==> config.mk <==
export PLATFORM = sky130hd
export DESIGN_NAME = dma_copy_engine_flat
export DESIGN_NICKNAME = d
export VERILOG_FILES = /design/src/rtl/dma_pkg.sv /design/src/rtl/dma_copy_engine_if.sv /design/src/rtl/dma_copy_engine.sv /design/src/flat_wrapper.sv
export SDC_FILE = /design/constraint.sdc
export NUM_CORES = 1
export LEC_CHECK = 0
export CORE_MARGIN = 1
export CORE_UTILIZATION = 27
export DETAILED_ROUTE_END_ITERATION = 6
export GPL_TIMING_DRIVEN = 0
export PLACE_DENSITY_LB_ADDON = 0.3
export SYNTH_ARGS = -nofsm -noshare
export SYNTH_HDL_FRONTEND = slang
export SYNTH_SLANG_ARGS = --single-unit
==> constraint.sdc <==
create_clock -name clk -period 3.3 [get_ports clk]
set_input_delay 0.66 -clock clk [delete_from_list [all_inputs] [get_ports clk]]
set_output_delay 0.66 -clock clk [all_outputs]
set_load 0.02 [all_outputs]
==> src/rtl/dma_pkg.sv <==
// Shared types and constants for the DMA block-copy engine.
package dma_pkg;

  localparam int unsigned DMA_DATA_W = 32;
  localparam int unsigned DMA_ADDR_W = 16;

  // Idle (DMAEn=0) cycles inserted after every accepted access, so a
  // duplicate service of the still-held request lands where Valid is ignored.
  localparam int unsigned TURN_CYCLES = 1;

  typedef enum logic [2:0] {
    IDLE,
    RD,
    RD_TURN,
    WR,
    WR_TURN,
    FIN
  } dma_state_t;

endpackage

==> src/rtl/dma_copy_engine_if.sv <==
// Requester-side view of the memory_controller DMA port.
interface dma_copy_engine_if
  import dma_pkg::*;
#(
  parameter int unsigned DATA_WIDTH = DMA_DATA_W,
  parameter int unsigned ADDR_WIDTH = DMA_ADDR_W
);

  logic                  DMAEn;
  logic                  DMAWrEn;
  logic [ADDR_WIDTH-1:0] DMAAddr;
  logic [DATA_WIDTH-1:0] DMAData;
  logic [DATA_WIDTH-1:0] DMAOut;
  logic                  DMAValid;

  modport master (
    output DMAEn, DMAWrEn, DMAAddr, DMAData,
    input  DMAOut, DMAValid
  );

  modport slave (
    input  DMAEn, DMAWrEn, DMAAddr, DMAData,
    output DMAOut, DMAValid
  );

endinterface

==> src/rtl/dma_copy_engine.sv <==
// Block-copy initiator: reads Len words from SrcAddr and writes them in
// ascending order to DstAddr through the memory_controller DMA port.
module dma_copy_engine
  import dma_pkg::*;
#(
  parameter int unsigned DATA_WIDTH = DMA_DATA_W,
  parameter int unsigned ADDR_WIDTH = DMA_ADDR_W
) (
  input  logic                  clk,
  input  logic                  rst_n,
  input  logic                  Start,
  input  logic                  Abort,
  input  logic [ADDR_WIDTH-1:0] SrcAddr,
  input  logic [ADDR_WIDTH-1:0] DstAddr,
  input  logic [ADDR_WIDTH-1:0] Len,
  output logic                  Busy,
  output logic                  Done,
  output logic                  Aborted,
  output logic [ADDR_WIDTH-1:0] Count,
  dma_copy_engine_if.master     bus
);

  localparam int unsigned TURN_CW = (TURN_CYCLES > 1) ? $clog2(TURN_CYCLES) : 1;

  dma_state_t            state;
  logic [ADDR_WIDTH-1:0] src_q;
  logic [ADDR_WIDTH-1:0] dst_q;
  logic [ADDR_WIDTH-1:0] len_q;
  logic [DATA_WIDTH-1:0] buf_q;
  logic                  abort_q;
  logic [TURN_CW-1:0]    turn_cnt;
  logic                  turn_last;

  assign turn_last = (turn_cnt == TURN_CW'(TURN_CYCLES - 1));

  // Requests are registered and held until DMAValid; async reset drops DMAEn at once.
  always_ff @(posedge clk or negedge rst_n) begin
    if (!rst_n) begin
      state       <= IDLE;
      src_q       <= '0;
      dst_q       <= '0;
      len_q       <= '0;
      buf_q       <= '0;
      abort_q     <= 1'b0;
      turn_cnt    <= '0;
      Busy        <= 1'b0;
      Done        <= 1'b0;
      Aborted     <= 1'b0;
      Count       <= '0;
      bus.DMAEn   <= 1'b0;
      bus.DMAWrEn <= 1'b0;
      bus.DMAAddr <= '0;
      bus.DMAData <= '0;
    end else begin
      Done    <= 1'b0;
      Aborted <= 1'b0;

      case (state)
        IDLE: begin
          // Abort beats a simultaneous Start: nothing begins, no Done.
          if (Start && !Abort) begin
            src_q    <= SrcAddr;
            dst_q    <= DstAddr;
            len_q    <= Len;
            Count    <= '0;
            abort_q  <= 1'b0;
            turn_cnt <= '0;
            Busy     <= 1'b1;
            if (Len == '0) begin
              state <= FIN;
            end else begin
              bus.DMAEn   <= 1'b1;
              bus.DMAWrEn <= 1'b0;
              bus.DMAAddr <= SrcAddr;
              state       <= RD;
            end
          end
        end

        RD: begin
          if (Abort) begin
            bus.DMAEn <= 1'b0;
            abort_q   <= 1'b1;
            state     <= FIN;
          end else if (bus.DMAValid) begin
            buf_q     <= bus.DMAOut;
            bus.DMAEn <= 1'b0;
            state     <= RD_TURN;
          end
        end

        RD_TURN: begin
          if (Abort) begin
            abort_q  <= 1'b1;
            turn_cnt <= '0;
            state    <= FIN;
          end else if (!turn_last) begin
            turn_cnt <= turn_cnt + TURN_CW'(1);
          end else begin
            turn_cnt    <= '0;
            bus.DMAEn   <= 1'b1;
            bus.DMAWrEn <= 1'b1;
            bus.DMAAddr <= dst_q + Count;
            bus.DMAData <= buf_q;
            state       <= WR;
          end
        end

        WR: begin
          // An acknowledged write counts even when Abort arrives on the same edge.
          if (bus.DMAValid) begin
            Count <= Count + ADDR_WIDTH'(1);
          end
          if (Abort) begin
            bus.DMAEn <= 1'b0;
            abort_q   <= 1'b1;
            state     <= FIN;
          end else if (bus.DMAValid) begin
            bus.DMAEn <= 1'b0;
            state     <= WR_TURN;
          end
        end

        WR_TURN: begin
          if (Abort) begin
            abort_q  <= 1'b1;
            turn_cnt <= '0;
            state    <= FIN;
          end else if (!turn_last) begin
            turn_cnt <= turn_cnt + TURN_CW'(1);
          end else begin
            turn_cnt <= '0;
            if (Count == len_q) begin
              state <= FIN;
            end else begin
              bus.DMAEn   <= 1'b1;
              bus.DMAWrEn <= 1'b0;
              bus.DMAAddr <= src_q + Count;
              state       <= RD;
            end
          end
        end

        FIN: begin
          Done    <= 1'b1;
          Aborted <= abort_q;
          Busy    <= 1'b0;
          state   <= IDLE;
        end

        default: begin
          bus.DMAEn <= 1'b0;
          Busy      <= 1'b0;
          state     <= IDLE;
        end
      endcase
    end
  end

endmodule

==> src/flat_wrapper.sv <==
// flat-port wrapper written by rule: the top's interface ports become plain ports
module dma_copy_engine_flat import dma_pkg::*;
#(
  parameter int unsigned DATA_WIDTH = DMA_DATA_W,
  parameter int unsigned ADDR_WIDTH = DMA_ADDR_W
)
  (clk, rst_n, Start, Abort, SrcAddr, DstAddr, Len, Busy, Done, Aborted, Count, bus_DMAEn, bus_DMAWrEn, bus_DMAAddr, bus_DMAData, bus_DMAOut, bus_DMAValid);
  dma_copy_engine_if #(.DATA_WIDTH(DATA_WIDTH), .ADDR_WIDTH(ADDR_WIDTH)) bus_i ();
  input  logic clk;
  input  logic rst_n;
  input  logic Start;
  input  logic Abort;
  input  logic [ADDR_WIDTH-1:0] SrcAddr;
  input  logic [ADDR_WIDTH-1:0] DstAddr;
  input  logic [ADDR_WIDTH-1:0] Len;
  output logic Busy;
  output logic Done;
  output logic Aborted;
  output logic [ADDR_WIDTH-1:0] Count;
  output wire logic [$bits(bus_i.DMAEn)-1:0] bus_DMAEn;
  output wire logic [$bits(bus_i.DMAWrEn)-1:0] bus_DMAWrEn;
  output wire logic [$bits(bus_i.DMAAddr)-1:0] bus_DMAAddr;
  output wire logic [$bits(bus_i.DMAData)-1:0] bus_DMAData;
  input wire logic [$bits(bus_i.DMAOut)-1:0] bus_DMAOut;
  input wire logic [$bits(bus_i.DMAValid)-1:0] bus_DMAValid;
  assign bus_DMAEn = bus_i.DMAEn;
  assign bus_DMAWrEn = bus_i.DMAWrEn;
  assign bus_DMAAddr = bus_i.DMAAddr;
  assign bus_DMAData = bus_i.DMAData;
  assign bus_i.DMAOut = bus_DMAOut;
  assign bus_i.DMAValid = bus_DMAValid;
  dma_copy_engine #(.DATA_WIDTH(DATA_WIDTH), .ADDR_WIDTH(ADDR_WIDTH)) u_core (.clk(clk), .rst_n(rst_n), .Start(Start), .Abort(Abort), .SrcAddr(SrcAddr), .DstAddr(DstAddr), .Len(Len), .Busy(Busy), .Done(Done), .Aborted(Aborted), .Count(Count), .bus(bus_i));
endmodule
==> results by group <==
Worst setup path
  • R2R cell count: 11
  • Crit path max fanout: 7
  • RR Endpoint: u_core.bus.DMAAddr[13]$_DFFE_PN0P_
  • R2R Setup Slk: 70 ps
  • Crit. End Element: register
  • RR Startpoint: u_core.state[0]$_DFFE_PN0P_
  • Crit path DAT: about 3600 ps
  • CP Launch Type: register
  • Worst EP required: ~3700 ps
  • Critical path type: reg -> reg

Power and ir drop
  • Pwr Total: ~8.6 mW
  • Internal power: about 5.5 mW
  • Sw Ratio: 0.364
  • NetSw: approximately 3.1 mW
  • Clock network fraction of total power: 0.231
  • Leakage: 4.44 nW
  • Seq pwr share: 0.363
  • Maximum vdd ir drop: slightly below 400 uV
  • Combinational Power Share: 0.405
  • Pwr Density: around 840 nW/um^2

Yosys
  • Ys flop type: dfrtp_1
  • Count leader, synth: nand2_1
  • Synth cell count leaders: 177 x nand2_1, 153 x dfrtp_1, 83 x mux2_2
  • Adder-Cell Fraction of Synth Area: 0.0329
  • Synth Net Count: 820
  • Compound-Gate Fraction of Synth Area: 0.0805
  • Xor/xnor cell area share of the yosys netlist: 0.0505
  • Synthesized area: 7460 sq um
  • Synthesized instance count: between 700 and 800
  • Sequential share of the synthesized area: 0.513
  • Distinct cells, synth: 61
  • Number of enable flip-flop cells after synthesis: 0
  • Largest family of logic cells by synthesized area: simple AND/OR/NAND/NOR gates
  • Leading area contributor after synthesis: dfrtp_1
  • Synth Register Bits: 153
  • Ys async rst share: 1.00
  • Simple-Gate Fraction of Synth Area: 0.165
  • Mux contribution to synthesized area: 0.131
  • Largest cells by area after synthesis: dfrtp_1 51%, mux2_2 13%, nand2_1 8.9%
  • Yosys top cell area share: 0.513
  • Synth warnings: 0
  • Synth Area per Inst: ~10 sq um

GRT
  • First-pass GRT wire length: 33,200 um
  • Number of antenna violations at the first check in global routing: 0
  • Vias in the first global route: around 6,000
  • Largest net degree at the start of global routing: ~120
  • Tot GR Track Use: 0.153
  • Grt total ovfl: 0

Detailed routing
  • Routed Antenna Nets: 0
  • Total Routed Length: 21,300 um
  • Detailed-route via count: ~5,800
  • Wire per inst: ~17 um
  • Vias per cell: about 4.7
  • Post-route DRC: 0
  • DRT iter0 DRCs: around 290
  • Pre-antenna DRT Iters: 6

Final layout
  • Area grow syn2layout: 38.0%
  • Fillers: between 2,000 and 3,000
  • Flip-flop and latch area: 3830 sq um
  • Final Cell Area: 10,300 sq um
  • Nets: between 1,000 and 1,500
  • Multi-input logic area: 3580 sq um
  • Antenna cells: 0
  • Layout cells sized above 1: 0.179

CTS
  • Clk slew on worst S/H paths: roughly 70 ps
  • H-tree level count: 4
  • Num CTS Buffers: 17
  • CTS max path bufs: 2
  • TritonCTS clock tree: yes
  • Worst skew pair latency: 430 ps
  • Clk sinks: approximately 150
  • Cts-stage hold buffer count: 0
  • CTS Root Buffer Type: clkbuf_16

STA
  • Final Hold Vio Count: 0
  • Fmax: 310 MHz
  • Final setup vio count: 0
  • Fin crit share: 0.978
  • Worst-Margin Slew: slightly below 700 ps
  • Final Max Tran Viols: 0
  • RSZ-0062 raised after global routing: true
  • Tmin final: about 3200 ps
  • Rel. slew slack: 0.544
  • Sum Neg Setup Slack: 0 ps
  • Clock skew: approximately 15 ps

Floorplanning
  • # IOs: ~150
  • Core Area: between 20,000 and 30,000 sq um
  • Initial Utilization: 0.276
  • Die width: about 170 um
  • Die Ht: ~170 um
  • Die area: between 20,000 and 30,000 sq um
  • # rows: 60

Placed design
  • Hpwl dp: 15,700 um
  • Port bufs: ~150
  • Gpl congestion: ~0.94
  • Placed inst area: 9450 sq um

Hold path
  • Worst Hold Class: in -> async

Run
  • Maxcap violations: 0

Run status
  • Status: finished clean
-- worst max path at each step --
stage,startpoint,end,depth (start not counted)
global placement,rst_n,u_core.bus.DMAData[21]$_DFFE_PN0P_,1
floorplan,u_core.state[1]$_DFFE_PN0P_,u_core.bus.DMAAddr[13]$_DFFE_PN0P_,12
detailed placement,u_core.state[1]$_DFFE_PN0P_,u_core.bus.DMAAddr[13]$_DFFE_PN0P_,12
finish,u_core.state[0]$_DFFE_PN0P_,u_core.bus.DMAAddr[13]$_DFFE_PN0P_,11
global route,u_core.state[1]$_DFFE_PN0P_,u_core.bus.DMAAddr[13]$_DFFE_PN0P_,12
CTS,u_core.state[1]$_DFFE_PN0P_,u_core.bus.DMAAddr[13]$_DFFE_PN0P_,12
-- critical path: stages, from the launching register on --
cell	delay, ps
dfrtp_1	460
nor3b_2	230
buf_6	180
buf_12	130
mux2_2	350
ha_4	300
o211ai_1	100
o21a_1	230
o311a_1	340
or4_4	510
a31oi_4	170
mux2_4	160
-- power groups by stage --
stage	combinational (mW)	clock, mW	sequential [mW]
final	3.49	1.99	3.13
after global routing	3.81	2.10	3.24
after CTS	3.39	2.04	3.13
after detailed placement	3.33	0	3.15
after global placement	3.30	0	3.14
after floorplan	1.75	0	3.40
-- metrics by stage --
| step | std cells | worst slack, ps | hold WS, ps | utilization |
|---|---|---|---|---|
| 2_1_floorplan | 716 | 19.7 | 364 | - |
| 3_3_place_gp | 1210 | -4970 | 454 | 0.348 |
| 3_5_place_dp | 1211 | -525 | 456 | 0.350 |
| 4_1_cts | 1246 | -35.8 | 93.8 | 0.374 |
| 5_1_grt | 1251 | -19.0 | 110 | 0.381 |
| 6_report | 1251 | 72.1 | 99.3 | 0.381 |
-- placed cells by master (no fill, tap or decap), types with 8 or more instances in the layout --
cell type	count
nand2_1	177
clkdlybuf4s50_1	152
dfrtp_1	152
mux2_2	81
xnor2_1	31
nor2_1	30
a21oi_1	28
clkbuf_1	22
clkbuf_16	18
nand3_1	16
o21ai_0	13
ha_1	13
inv_1	12
xor2_1	12
nand4_1	10
a31oi_1	9
nor3_1	8
-- cells by family after synthesis --
group | after synthesis
buffers and inverters | 46
muxes | 87
DFF | 153
adders and majority gates | 19
AOI/OAI and AO/OA | 89
xor gates and xnor gates | 43
and+or+nand+nor | 279
-- area by class of cell --
type	instances	area share
buffer	34	0.0170
clock buffer	17	0.0413
clock inverter	15	0.0167
inverter	12	0.00438
multi-input combinational	517	0.347
sequential	153	0.372
tap	341	0.0415
timing repair buffer	162	0.160
-- layer usage --
| layer | track usage | part of all wire |
|---|---|---|
| met1 | 0.197 | 0.46 |
| met2 | 0.246 | 0.45 |
| met3 | 0.0491 | 0.077 |
| met4 | 0.0435 | 0.014 |
| met5 | 0 | 0 |
-- state kept, by name, indices dropped and copies added (netlist names) --
name and flops:
u_core.Count 16, u_core.Aborted 1, u_core.Done 1, u_core.bus.DMAAddr 16, u_core.bus.DMAEn 1, u_core.src_q 16, u_core.abort_q 1, u_core.dst_q 16
u_core.bus.DMAData 32, u_core.len_q 16, u_core.Busy 1, u_core.state 3, u_core.buf_q 32, u_core.bus.DMAWrEn 1
-- what timing repair did --
item                       CTS  global route
gates cloned                 0             1
pin swaps                    3             8
setup endpoints to repair    7             7
gates resized for setup     10            21
setup buffers                3             4
Power figures use the tool's default switching activity.
